File: config.mk
export PLATFORM = sky130hd
export DESIGN_NAME = button_debounce
export DESIGN_NICKNAME = d
export VERILOG_FILES = /design/src/rtl/button_debounce.sv
export SDC_FILE = /design/constraint.sdc
export NUM_CORES = 1
export LEC_CHECK = 0
export BUFFER_PORTS_ARGS = -buffer_cell sky130_fd_sc_hd__buf_2
export CORE_MARGIN = 2
export CORE_UTILIZATION = 50
export CTS_BUF_LIST = sky130_fd_sc_hd__clkbuf_4 sky130_fd_sc_hd__clkbuf_8
export CTS_CLUSTER_DIAMETER = 50
export DETAILED_ROUTE_END_ITERATION = 8
export GPL_TIMING_DRIVEN = 0
export PLACE_DENSITY = 0.64
export SLEW_MARGIN = 20
export SYNTH_ARGS = -nofsm -noshare
export SYNTH_HDL_FRONTEND = slang
export SYNTH_SLANG_ARGS = --single-unit
File: constraint.sdc
create_clock -name CLK -period 2.03 [get_ports CLK]
set_input_delay 0.203 -clock CLK [delete_from_list [all_inputs] [get_ports CLK]]
set_output_delay 0.203 -clock CLK [all_outputs]
set_load 0.02 [all_outputs]
File: src/rtl/button_debounce.sv
// Purpose : debounce one raw push-button against an external settle timer; emit a clean level plus PRESS/RELEASE/LONG_PRESS strobes.
// Latency : SYNC_STAGES cycles to btn_s, +1 to TIMER_START; commits are registered the cycle after the deciding TIMER_PULSE.
// Backpressure : none; TIMER_START is only issued while the timer is idle, and all events are single-cycle strobes.
module button_debounce #(
  parameter int unsigned ACTIVE_LOW  = 1,
  parameter int unsigned SYNC_STAGES = 2,
  parameter int unsigned LONG_TICKS  = 8
) (
  input  logic CLK,
  input  logic RST_N,
  input  logic BTN_RAW,
  input  logic TIMER_PULSE,
  output logic TIMER_START,
  output logic BTN_LEVEL,
  output logic PRESS,
  output logic RELEASE,
  output logic LONG_PRESS
);

  // Raw pin value that means "not pressed"; the synchronizer resets to it.
  localparam logic       RAW_RELEASED = (ACTIVE_LOW != 0) ? 1'b1 : 1'b0;
  localparam logic       LONG_EN      = (LONG_TICKS != 0) ? 1'b1 : 1'b0;
  localparam logic [7:0] LONG_TICKS_B = 8'(LONG_TICKS);

  typedef enum logic [2:0] {
    ST_STABLE,
    ST_DRAIN,
    ST_ARM,
    ST_DEBOUNCE,
    ST_HOLD
  } state_e;

  state_e                  state_q, state_d;
  logic [SYNC_STAGES-1:0]  sync_q, sync_d;
  logic                    busy_q, busy_d;
  logic [7:0]              hold_cnt_q, hold_cnt_d;
  logic                    long_fired_q, long_fired_d;
  logic                    level_q, level_d;
  logic                    press_q, press_d;
  logic                    release_q, release_d;
  logic                    long_q, long_d;
  logic                    start_q, start_d;

  logic                    btn_s;
  logic                    busy_now;
  logic [7:0]              hold_inc;

  // Shift the raw pin through the synchronizer chain.
  always_comb begin
    sync_d = {sync_q[SYNC_STAGES-2:0], BTN_RAW};
  end

  // Normalise polarity so btn_s is 1 while pressed; a PULSE frees the timer
  // in the same cycle, so decisions made then see it as idle.
  assign btn_s    = sync_q[SYNC_STAGES-1] ^ RAW_RELEASED;
  assign busy_now = busy_q & ~TIMER_PULSE;

  // Next-state and registered-output decode for the debounce/hold sequencer.
  always_comb begin
    state_d      = state_q;
    level_d      = level_q;
    press_d      = 1'b0;
    release_d    = 1'b0;
    long_d       = 1'b0;
    start_d      = 1'b0;
    hold_cnt_d   = hold_cnt_q;
    long_fired_d = long_fired_q;
    hold_inc     = (hold_cnt_q == 8'hFF) ? 8'hFF : hold_cnt_q + 8'd1;

    case (state_q)
      ST_STABLE: begin
        if (btn_s != level_q) begin
          if (busy_now) begin
            state_d = ST_DRAIN;
          end else begin
            state_d = ST_ARM;
            start_d = 1'b1;
          end
        end else if (level_q && LONG_EN && !long_fired_q) begin
          state_d = ST_HOLD;
        end
      end

      // An interval we no longer care about is still running; let it expire.
      ST_DRAIN: begin
        if (TIMER_PULSE) begin
          state_d = ST_ARM;
          start_d = 1'b1;
        end
      end

      ST_ARM: begin
        state_d = ST_DEBOUNCE;
      end

      // Only the input value in the PULSE cycle decides the outcome.
      ST_DEBOUNCE: begin
        if (TIMER_PULSE) begin
          state_d = ST_STABLE;
          if (btn_s != level_q) begin
            level_d      = ~level_q;
            press_d      = ~level_q;
            release_d    = level_q;
            hold_cnt_d   = 8'd0;
            long_fired_d = 1'b0;
          end
        end
      end

      ST_HOLD: begin
        if (!btn_s) begin
          if (busy_now) begin
            state_d = ST_DRAIN;
          end else begin
            state_d = ST_ARM;
            start_d = 1'b1;
          end
        end else begin
          if (TIMER_PULSE) begin
            hold_cnt_d = hold_inc;
            if (hold_inc == LONG_TICKS_B) begin
              long_d       = 1'b1;
              long_fired_d = 1'b1;
              state_d      = ST_STABLE;
            end
          end
          // Back-to-back hold intervals: restart as soon as the timer is idle.
          if (!busy_now && (state_d == ST_HOLD)) begin
            start_d = 1'b1;
          end
        end
      end

      default: begin
        state_d = ST_STABLE;
      end
    endcase

    busy_d = start_d | busy_now;
  end

  // State and output registers; reset returns everything to released/idle.
  always_ff @(posedge CLK or negedge RST_N) begin
    if (!RST_N) begin
      state_q      <= ST_STABLE;
      sync_q       <= {SYNC_STAGES{RAW_RELEASED}};
      busy_q       <= 1'b0;
      hold_cnt_q   <= 8'd0;
      long_fired_q <= 1'b0;
      level_q      <= 1'b0;
      press_q      <= 1'b0;
      release_q    <= 1'b0;
      long_q       <= 1'b0;
      start_q      <= 1'b0;
    end else begin
      state_q      <= state_d;
      sync_q       <= sync_d;
      busy_q       <= busy_d;
      hold_cnt_q   <= hold_cnt_d;
      long_fired_q <= long_fired_d;
      level_q      <= level_d;
      press_q      <= press_d;
      release_q    <= release_d;
      long_q       <= long_d;
      start_q      <= start_d;
    end
  end

  assign TIMER_START = start_q;
  assign BTN_LEVEL   = level_q;
  assign PRESS       = press_q;
  assign RELEASE     = release_q;
  assign LONG_PRESS  = long_q;

endmodule

==> impl_results.md <==
* Multi-input gate area in the final layout at 672 sq um
* Filler instances at 198
* Sequence of cells on the critical path: inv_1 > ha_1 > inv_1 > a21oi_1 > o32a_1 > o32ai_1
* Antenna Nets Post-Route at 0
* Sw power at 0.777 mW
* CTS Buf Count at 3
* Flop pwr share at 0.359
* Worst Setup SP: sync_q[1]
* Max incr delay on CP at 0.61 ns
* Reg-to-Reg End: state_q[1]
* Number of remaining DRC errors at 0
* Drt first-iter violations at 55
* Largest net degree at the start of global routing at 21
* Slew Limit Fails at 0
* Initial antenna violation count at 0
* RSZ-0062 raised after global routing: false
* Critical R2R Launch: sync_q[1]
* CTS tree: built
* Post-synth EDFFs at 0
* Placed cell count at 170
* Critical-path top delay cell: dfstp_2
* 1st-pass router iterations at 4
* Int Power at 0.961 mW
* Vias per cell at 6.11
* Setup TNS at 0 ns
* CP arrival at 2.08 ns
* Area grow syn2layout at 11.3%
* Synth warn at 0
* Crit path max-delay family: compound AO/OA/AOI/OAI gates
* Pwr Density at 1270 mW/mm^2
* Clk root buf: clkbuf_4
* Clk buf depth at 2
* Startpoint type of the worst setup path: flip-flop
* Final std cells w/o fill at 176
* Max VDD drop at 1040 uV
* Io pins at 9
* Max_cap viols at 0
* Distinct cells, synth at 46
* Final min period at 1.87 ns
* Final Hold Vio Count at 0
* Syn avg cell area at 9.16 sq um
* ANT cells at 0
* Ys flop type: dfrtp_1
* Worst slew margin at 0.716
* Status: finished clean
* Most used cell along the critical path: inv_1
* Routability cong. at 0.866
* Clock Sinks at 20
* Fmax at 0.534 GHz
* Clock Power Share at 0.136
* R2r setup slk at 0.16 ns
* Post-synth top area share at 0.367
* Synth area leaders: dfrtp_1 37%, a21oi_1 5.3%, dfstp_2 4.3%
* Clk Latency, worst-skew pair at 0.31 ns
* Initial Util at 0.539
* Logic pwr share at 0.504
* Crit path capture type: flip-flop
* Clock-pin slew on the worst setup and hold paths at 0.12 ns
* # setup viols final at 0
* Synth area leader: dfrtp_1
* Avg WL per Cell at 15.6 microns
* Total number of vias at 1076
* Worst Path Required at 2.24 ns
* Period utilisation layout at 0.923
* Top cells by count, synth: 18 x dfrtp_1, 13 x a21oi_1, 10 x nor2_1
* Synthesized Nets at 141
* Async set or reset register ratio after synthesis at 1.00
* Area of the core at 0.00228 sq mm
* Tightest Pin Transition at 0.426 ns
* First-pass GRT wire length at 4530 microns
* Most frequent cell after synthesis: dfrtp_1
* Number of global-route vias before repair at 1001
* Gr ovfl total at 0
* Share of cells above drive strength 1 at 0.149
* Worst-path maximum fanout at 6
* Synthesized instance count at 134
* FF/Latch Area at 503 sq um
* Die Wd at 53.5 microns
* Fin nets at 156
* Detailed placement HPWL at 1920 microns
* CTS H-tree lvls at 1
* Routed WL at 2750 microns
* Placed Area at 0.00130 sq mm
* Sw frac at 0.447
* Final Skew at 0.00428 ns
* Tot GR Track Use at 0.219
* Post-route cell area at 0.00137 sq mm
* #FFs+latches synth at 20
* Port Buffer Count at 8
* R2R cell count at 6
* Mapped Area at 0.00123 sq mm
* Sequential cell area fraction in the yosys report at 0.410
* Crit path buffers/inverters at 2
* Die height at 53.5 microns
* Site Rows at 17
* Die area at 0.00287 sq mm
* Leakage at 0.591 nW
* CP Class: flip-flop to flip-flop
* HP Class: input pin to asynchronous set/reset pin
-- metrics by stage --
stage | power, mW | worst slack (ns) | hold slack, ns | utilization
detailed placement | 1.48 | 0.134 | 0.172 | 0.572
global placement | 1.45 | 0.129 | 0.164 | 0.572
CTS | 1.72 | 0.0933 | 0.371 | 0.597
global route | 1.89 | 0.0180 | 0.375 | 0.600
finish | 1.74 | 0.156 | 0.352 | 0.600
floorplan | 1.28 | 0.311 | -0.0926 | -
-- worst max path at each step --
stage                         end  slack [ns]  cells past startpoint
floorplan           hold_cnt_q[6]        0.31                      4
global placement    hold_cnt_q[4]        0.13                      4
detailed placement         busy_q        0.13                      5
CTS                    state_q[2]        0.09                      5
global route           state_q[2]        0.02                      5
finish                 state_q[1]        0.16                      6
-- power by group through the flow --
stage	sequential, mW	combinational (mW)	clock [mW]
3_3_place_gp	0.619	0.828	0
6_report	0.624	0.876	0.237
2_1_floorplan	0.626	0.652	0
5_1_grt	0.641	0.992	0.258
3_5_place_dp	0.624	0.854	0
4_1_cts	0.618	0.857	0.243
-- state kept, by name, summed over array words and instances, names as in the netlist --
name and cells:
TIMER_START 1, PRESS 1, state_q 3, sync_q 2
RELEASE 1, LONG_PRESS 1, hold_cnt_q 8, busy_q 1
long_fired_q 1, BTN_LEVEL 1
-- kinds of logic (layout without fill, tap and decap cells) --
group | Yosys count | in the layout | share of synthesized area
simple gates | 49 | 49 | 0.222
mux | 1 | 1 | 0.00816
buf+inv | 15 | 29 | 0.0489
fa+ha+maj | 3 | 3 | 0.0306
compound gates | 43 | 43 | 0.259
xor+xnor | 3 | 3 | 0.0214
flops | 20 | 20 | 0.410
-- metal layers --
layer  wire length, microns  GRT usage  vias to the layer above
li1                       -          -                      526
met1                   1330      0.328                      492
met2                   1180      0.305                       51
met3                    190     0.0333                        7
met4                     56      0.111                        0
met5                      0          0                        -
-- layout make-up --
cell class                 instances  share of cell area
sequential                        20               0.368
tap                               28              0.0256
clock buffer                       4              0.0266
timing repair buffer              10              0.0440
buffer                             7              0.0220
multi-input combinational         99               0.492
inverter                           8              0.0220
-- cells in the final DEF, fill, tap and decap left out, types with 2 or more instances in the layout --
master	Yosys	final
dfrtp_1	18	18
a21oi_1	13	13
buf_2	3	11
nor2_1	10	10
inv_1	8	8
nand3_1	8	8
nand2_1	8	8
nand2b_1	6	6
clkbuf_1	4	4
a31oi_1	4	4
and3_1	3	3
and2_1	3	3
a311oi_1	3	3
clkbuf_4	0	3
xnor2_1	2	2
o22ai_1	2	2
nand4b_1	2	2
o21ai_1	2	2
o21ai_0	2	2
o32ai_1	2	2
ha_1	3	2
dlygate4sd3_1	0	2
dfstp_2	2	2
-- repair_timing --
| action | 4_1_cts | 5_1_grt |
|---|---|---|
| buffers inserted | 0 | 0 |
| endpoints found under the setup margin | 0 | 5 |
| gates resized for setup | 0 | 3 |
| hold buffers | 2 | 0 |
| endpoints found under the hold margin | 19 | 0 |
(Power assumes the default switching activity.)
